## config.mk

```make
export PLATFORM = sky130hd
export DESIGN_NAME = multicycle_ctrl_fsm
export DESIGN_NICKNAME = d
export VERILOG_FILES = /design/src/rtl/multicycle_ctrl_fsm.sv
export SDC_FILE = /design/constraint.sdc
export NUM_CORES = 1
export LEC_CHECK = 0
export ABC_AREA = 1
export CORE_MARGIN = 2
export CORE_UTILIZATION = 25
export CTS_BUF_LIST = sky130_fd_sc_hd__clkbuf_8 sky130_fd_sc_hd__clkbuf_16
export CTS_CLUSTER_DIAMETER = 40
export DETAILED_ROUTE_END_ITERATION = 8
export MAX_ROUTING_LAYER = met4
export SETUP_SLACK_MARGIN = 0.2
export SYNTH_ARGS = -nofsm -noshare
export SYNTH_HDL_FRONTEND = slang
export SYNTH_SLANG_ARGS = --single-unit
```

## constraint.sdc

```tcl
create_clock -name clk -period 3.5 [get_ports clk]
set_clock_uncertainty 0.2 [all_clocks]
set_input_delay 0.875 -clock clk [delete_from_list [all_inputs] [get_ports clk]]
set_output_delay 0.875 -clock clk [all_outputs]
set_load 0.005 [all_outputs]
```

## src/rtl/multicycle_ctrl_fsm.sv

```systemverilog
// Multi-cycle RV32 control unit: sequences FETCH/DECODE/EXEC/MEM/WB and drives datapath controls.
// Optional feature macro: ILLEGAL_TRAP_EN (unsupported instructions park the FSM in TRAP until reset).
//
// state    | meaning
// ---------+------------------------------------------------------------
// S_FETCH  | latch instruction word into IR
// S_DECODE | classify IR by opcode
// S_EXEC   | drive ALU op/operand select; branches resolve and retire here
// S_MEM    | data RAM access; stores retire here
// S_WB     | register file write-back; R/I/LOAD retire here
// S_TRAP   | illegal instruction seen, wait for reset (ILLEGAL_TRAP_EN only)
module multicycle_ctrl_fsm #(
  parameter int INST_W  = 32,
  parameter int ALUOP_W = 5,
  parameter int CNT_W   = 16
) (
  input  logic               clk,
  input  logic               reset,
  input  logic [INST_W-1:0]  inst,
  input  logic [3:0]         status,
  output logic               RegWrite,
  output logic               PCSrc,
  output logic               ALUSrc,
  output logic [ALUOP_W-1:0] ALU_operation,
  output logic               write,
  output logic               MemtoReg,
  output logic               pc_en,
  output logic [CNT_W-1:0]   instret,
  output logic               illegal
);

  typedef enum logic [2:0] {S_FETCH, S_DECODE, S_EXEC, S_MEM, S_WB, S_TRAP} state_t;

  localparam logic [ALUOP_W-1:0] OP_ADD  = ALUOP_W'(0);
  localparam logic [ALUOP_W-1:0] OP_SUB  = ALUOP_W'(1);
  localparam logic [ALUOP_W-1:0] OP_AND  = ALUOP_W'(2);
  localparam logic [ALUOP_W-1:0] OP_OR   = ALUOP_W'(3);
  localparam logic [ALUOP_W-1:0] OP_XOR  = ALUOP_W'(4);
  localparam logic [ALUOP_W-1:0] OP_SLL  = ALUOP_W'(5);
  localparam logic [ALUOP_W-1:0] OP_SRL  = ALUOP_W'(6);
  localparam logic [ALUOP_W-1:0] OP_SRA  = ALUOP_W'(7);
  localparam logic [ALUOP_W-1:0] OP_SLT  = ALUOP_W'(8);
  localparam logic [ALUOP_W-1:0] OP_SLTU = ALUOP_W'(9);

  localparam logic [INST_W-1:0] NOP_INST = INST_W'(32'h0000_0013);

  state_t              state, state_nxt;
  logic [INST_W-1:0]   ir;
  logic [6:0]          opcode;
  logic [2:0]          funct3;
  logic                funct7_b5;
  logic                is_r, is_i, is_ld, is_st, is_br, legal;
  logic                zero_flag;
  logic [ALUOP_W-1:0]  alu_op_dec;
  logic                alu_src_dec;
  logic                unused_bits;

  assign opcode    = ir[6:0];
  assign funct3    = ir[14:12];
  assign funct7_b5 = ir[30];
  assign zero_flag = status[0];

  assign is_r  = (opcode == 7'b0110011);
  assign is_i  = (opcode == 7'b0010011);
  assign is_ld = (opcode == 7'b0000011);
  assign is_st = (opcode == 7'b0100011);
  assign is_br = (opcode == 7'b1100011) && (funct3[2:1] == 2'b00);
  assign legal = is_r | is_i | is_ld | is_st | is_br;

  assign unused_bits = ^{ir[INST_W-1:31], ir[29:15], ir[11:7], status[3:1]};

  // funct7[5] means SUB only for register ops; for immediates it is just an imm bit except SRAI.
  always_comb begin
    alu_op_dec  = OP_ADD;
    alu_src_dec = is_i | is_ld | is_st;
    if (is_r || is_i) begin
      case (funct3)
        3'b000:  alu_op_dec = (is_r && funct7_b5) ? OP_SUB : OP_ADD;
        3'b001:  alu_op_dec = OP_SLL;
        3'b010:  alu_op_dec = OP_SLT;
        3'b011:  alu_op_dec = OP_SLTU;
        3'b100:  alu_op_dec = OP_XOR;
        3'b101:  alu_op_dec = funct7_b5 ? OP_SRA : OP_SRL;
        3'b110:  alu_op_dec = OP_OR;
        default: alu_op_dec = OP_AND;
      endcase
    end else if (is_br) begin
      alu_op_dec = OP_SUB;
    end
  end

  always_ff @(posedge clk) begin
    if (reset) begin
      state   <= S_FETCH;
      ir      <= NOP_INST;
      instret <= '0;
    end else begin
      state <= state_nxt;
      if (state == S_FETCH) ir <= inst;
      if (pc_en) instret <= instret + CNT_W'(1);
    end
  end

  always_comb begin
    state_nxt     = state;
    RegWrite      = 1'b0;
    PCSrc         = 1'b0;
    ALUSrc        = 1'b0;
    ALU_operation = OP_ADD;
    write         = 1'b0;
    MemtoReg      = 1'b0;
    pc_en         = 1'b0;
    illegal       = 1'b0;
    case (state)
      S_FETCH:  state_nxt = S_DECODE;
      S_DECODE: begin
        state_nxt = S_EXEC;
`ifdef ILLEGAL_TRAP_EN
        if (!legal) state_nxt = S_TRAP;
`endif
      end
      S_EXEC: begin
        ALU_operation = alu_op_dec;
        ALUSrc        = alu_src_dec;
        if (is_r || is_i) begin
          state_nxt = S_WB;
        end else if (is_ld || is_st) begin
          state_nxt = S_MEM;
        end else begin
          // Branches retire here; anything else that reaches EXEC retires as a NOP.
          PCSrc     = is_br && (funct3[0] ? !zero_flag : zero_flag);
          pc_en     = 1'b1;
          state_nxt = S_FETCH;
        end
      end
      S_MEM: begin
        ALU_operation = alu_op_dec;
        ALUSrc        = alu_src_dec;
        if (is_st) begin
          write     = 1'b1;
          pc_en     = 1'b1;
          state_nxt = S_FETCH;
        end else begin
          state_nxt = S_WB;
        end
      end
      S_WB: begin
        ALU_operation = alu_op_dec;
        ALUSrc        = alu_src_dec;
        RegWrite      = 1'b1;
        MemtoReg      = is_ld;
        pc_en         = 1'b1;
        state_nxt     = S_FETCH;
      end
`ifdef ILLEGAL_TRAP_EN
      S_TRAP: illegal = 1'b1;
`endif
      default: state_nxt = S_FETCH;
    endcase
  end

endmodule

```

# Yosys cells after proc, flatten, opt, wreduce, memory -nomap -nowiden
# Cells that the tools add are included.
# totals
output_inout_bits	28
reg_bits	50
word_cells	53
in_bits	38
# classes
reduce_logical	10
addsub	1
n_eq_ne	15
n_bitwise	2
n_mux	22
# ops
cell	n
$pmux 4 s7	1
$add 16x1->16 const B	1
$eq 7x6->1 const B	2
$mux 1	14
$eq 3x2->1 const B	4
$eq 3x3->1 const B	4
$pmux 3 s4	1
$mux 5	2
$eq 7x2->1 const B	1
$eq 7x5->1 const B	1
$eq 7x7->1 const B	1
$eq 3x1->1 const B	2
$logic_not 3->1	2
$mux 3	2
$logic_and 1x1->1	3
$pmux 1 s3	1
$reduce_or 3->1	1
$logic_not 2->1	1
$logic_or 1x1->1	2
$mux 2	1
$or 1x1->1	2
$logic_not 1->1	1

# Longest topological paths before layout
# depth
depth_word	6
depth_mapped	8
mapped_depth_nobuf	8

# Least setup slack after synthesis
# OpenSTA, ideal clock, no wires.
# synth_timing
path_type	input to output
startpoint	input status[0]
endpoint	output PCSrc
required_time_ps	2425
cell_stages	3
arrival_ps	1247
setup_slack_ps	1178
n_path_buf	0
path_cell_list	nand2_1 -> inv_1 -> nor4_1
# synth_via
elab_chain_len	6
# synth_rtl
item	line_no	source
start, declared	20	input logic [3:0] status,
$logic_not 1->1	131	PCSrc = is_br && (funct3[0] ? !zero_flag : zero_flag);
$mux 1 *	131	
$logic_and 1x1->1 *	131	
$mux 1 *	127	end else if (is_ld || is_st) begin
$mux 1 *	125	if (is_r || is_i) begin
$mux 1 *	114	case (state)
end, declared	22	output logic PCSrc,
# Mark *: on every way between the ends. The rest lies on a longest branch, timed or not.

# Worst setup path after layout
# layout_timing
startpoint	register ir[2]
endpoint	output ALU_operation[3]
# layout_via
elab_chain_len	4
word_cells_on_any_way	5
classes_between	eq/ne: 2; mux: 2; reduce/logical: 1
# layout_rtl
item	line_no	source
start, declared	48	logic [INST_W-1:0] ir;
start signal, assigned	99	if (state == S_FETCH) ir <= inst;
$eq 7x6->1 / $eq 7x5->1 (equally long branches)	63, 64	
$logic_or 1x1->1 *	76	if (is_r || is_i) begin
$mux 5 *	76	
$mux 5 *	114	
end, declared	24	output logic [ALUOP_W-1:0] ALU_operation,
# Marks and branches as above.

==> flow_summary_export.csv <==
group,metric,value,unit
route,viasPerCell,4.59,
route,routedWlPerCell,11.6,um
placement,dp.cells,394,
critical_path,cp.arrival,2.00,ns
critical_path,r2r-end,"instret[8]$_SDFFE_PP0P_",
logic_synthesis,async_reset_ff_share,0,%
placement,globalplace.congestion,0.851,
status,outcome,"completed",
critical_path,end_kind,"primary output",
floorplan,coreArea,0.00714,mm^2
critical_path,worstSetupPathType,"flip-flop to primary output",
clock_network,cts_max_level,2,
clock_network,clkLatencyLatePin,0.29,ns
logic_synthesis,synth.distinct_cells,32,
finish,antennaDiodeCount,0,
timing,rsz0062_at_grt,"no",
route,dr.pass1.iters,7,
min_path,hp-start,"ir[3]$_SDFFE_PP0P_",
critical_path,r2r_setup_slack,1.67,ns
critical_path,critPathMaxFanout,4,
finish,syn_to_final_growth,32.0,%
clock_network,clkSinkCount,30,
finish,multiInputGateArea,0.00106,mm^2
floorplan,chipHeight,89.2,um
clock_network,path_clk_slew,0.07,ns
finish,fin_nets,341,
critical_path,worst-r2r-cell-count,7,
grt,grt_max_degree,20,
pwr,ir_worst_vdd,0.000162,V
route,vias,1846,
min_path,hold_depth,2,
finish,final_common_cell,"nand2_1",
finish,instances_no_fill,402,
timing,setup_viol,0,
timing,hold_viol,0,
timing,setup_tns,0,ns
run,maxCapViolCount,0,
logic_synthesis,seq_area_frac_synth,33.1,%
route,routed_wl,4670,um
placement,hpwl,3450,um
critical_path,rr_startpoint,"instret[0]$_SDFFE_PP0P_",
logic_synthesis,synthFlopType,"dfxtp_1",
logic_synthesis,synth-seq-cells,30,
timing,fmax,325,MHz
grt,antenna_found_initial,0,
pwr,p_leak,0.872,nW
finish,mostFrequentLayoutCells,"62 x nand2_1, 38 x clkdlybuf4s50_1, 30 x nor2_1, 30 x dfxtp_1, 21 x nand4_1",
floorplan,die-area,0.00795,mm^2
timing,period_share,87.8,%
logic_synthesis,syn_inst,262,
placement,numPortBuffers,39,
floorplan,rows,31,
pwr,powerDensity,365,mW/mm^2
grt,grt_pass1_vias,1762,
clock_network,tritoncts,"built",
logic_synthesis,synth_edf_count,0,
timing,maxSlewViolCount,0,
route,ant_nets,0,
grt,grt_usage,13.1,%
clock_network,cts_root_buffer,"clkbuf_8",
clock_network,clk_path_buf_depth,2,
clock_network,cts_made_buffers,5,
floorplan,pin_count,66,
logic_synthesis,synth_area,0.00181,mm^2
finish,seq_area,601,um^2
clock_network,hold_buffers,0,
grt,grt_pass1_wl,7960,um
timing,period_minus_slack,3.07,ns
route,drt_iter0_drc,88,
min_path,hold_path_end,"ir[3]$_SDFFE_PP0P_",
floorplan,initial_utilization,25.4,%
logic_synthesis,synth_warnings,0,
finish,drive_above_1_share,14.2,%
finish,postLayoutCellArea,0.00239,mm^2
min_path,min_path_type,"flip-flop to flip-flop",
critical_path,required,2.42,ns
route,drcViolationCount,0,
grt,overflow,0,
floorplan,die_x,89.2,um
placement,place_area,0.00229,mm^2
finish,fillCellCount,794,
critical_path,startpoint_type,"flip-flop",
logic_synthesis,syn_avg_cell_area,6.92,um^2
[area by class of cell]
class / count / area share (%)
clock buffers: 8 / 4.60
well taps: 99 / 5.17
repair buffers: 42 / 17.2
multi-input cells: 199 / 44.1
inverters: 24 / 3.81
flip-flops and latches: 30 / 25.1
[state kept, by name (all words and copies together), names as in the netlist]
name     flops
instret     16
ir          11
state        3
[cells in the mapped netlist, drive strengths merged, types with 4 or more instances]
master   n  area [um^2]
xnor2    4         35.0
nand3   14          100
dfxtp   30          601
nor2    34          148
o21ai   11         55.1
buf      7         57.6
nand2   73          307
inv     23         86.3
a21oi   24          150
nand4   22          144
[cells by family after synthesis]
family	share of synthesized area (%)
XOR/XNOR	3.38
adder cells (fa/ha/maj)	0.690
flip-flops	33.1
other	0.207
buffers and inverters	8.83
AO/OA/AOI/OAI	13.4
AND/OR/NAND/NOR	40.4
[worst max path at each step]
| stage | from | end | slack, ns | cells past startpoint |
|---|---|---|---|---|
| 2_1_floorplan | status[0] | PCSrc | 1.18 | 3 |
| 3_3_place_gp | status[0] | PCSrc | 0.23 | 4 |
| 3_5_place_dp | status[0] | PCSrc | 0.20 | 4 |
| 4_1_cts | ir[2]$_SDFFE_PP0P_ | ALU_operation[3] | 0.42 | 5 |
| 5_1_grt | ir[2]$_SDFFE_PP0P_ | ALU_operation[3] | 0.23 | 5 |
| 6_report | ir[2]$_SDFFE_PP0P_ | ALU_operation[3] | 0.43 | 5 |
[critical path, stage by stage (launching register included)]
cell and delay [ns]:
dfxtp_1 0.32, nor2_2 0.15, nand3_2 0.13, a211oi_1 0.36, and3_1 0.26, clkdlybuf4s50_1 0.51
[per-stage QoR]
step	hold slack (ns)	power (mW)	worst slack (ns)	utilization (%)
final	0.306	0.875	0.426	33.6
after global placement	0.287	0.549	0.233	32.0
after CTS	0.306	0.887	0.423	33.6
after floorplan	0.269	0.506	1.18	-
after detailed placement	0.296	0.552	0.201	32.0
after global routing	0.336	0.927	0.231	33.6
[what timing repair did]
action	4_1_cts	5_1_grt
buffers inserted	0	0
endpoints found under the setup margin	1	0
resized for setup	1	0
[power breakdown]
group          leakage (nW)  internal [mW]  switching (mW)
registers             0.245          0.365          0.0251
clock network        0.0575          0.198           0.132
logic                 0.570         0.0578          0.0969
total                 0.872          0.621           0.254
[per-layer routing]
layer  vias up  part of all wire (%)  GRT usage [%]
met5         -                     0              -
met4         0                  0.75           3.93
met3         7                   6.4           3.42
met2        54                    46           21.8
met1       836                    46           15.5
li1        949                     -              -
Note: power is estimated with default switching activity, not from simulation.
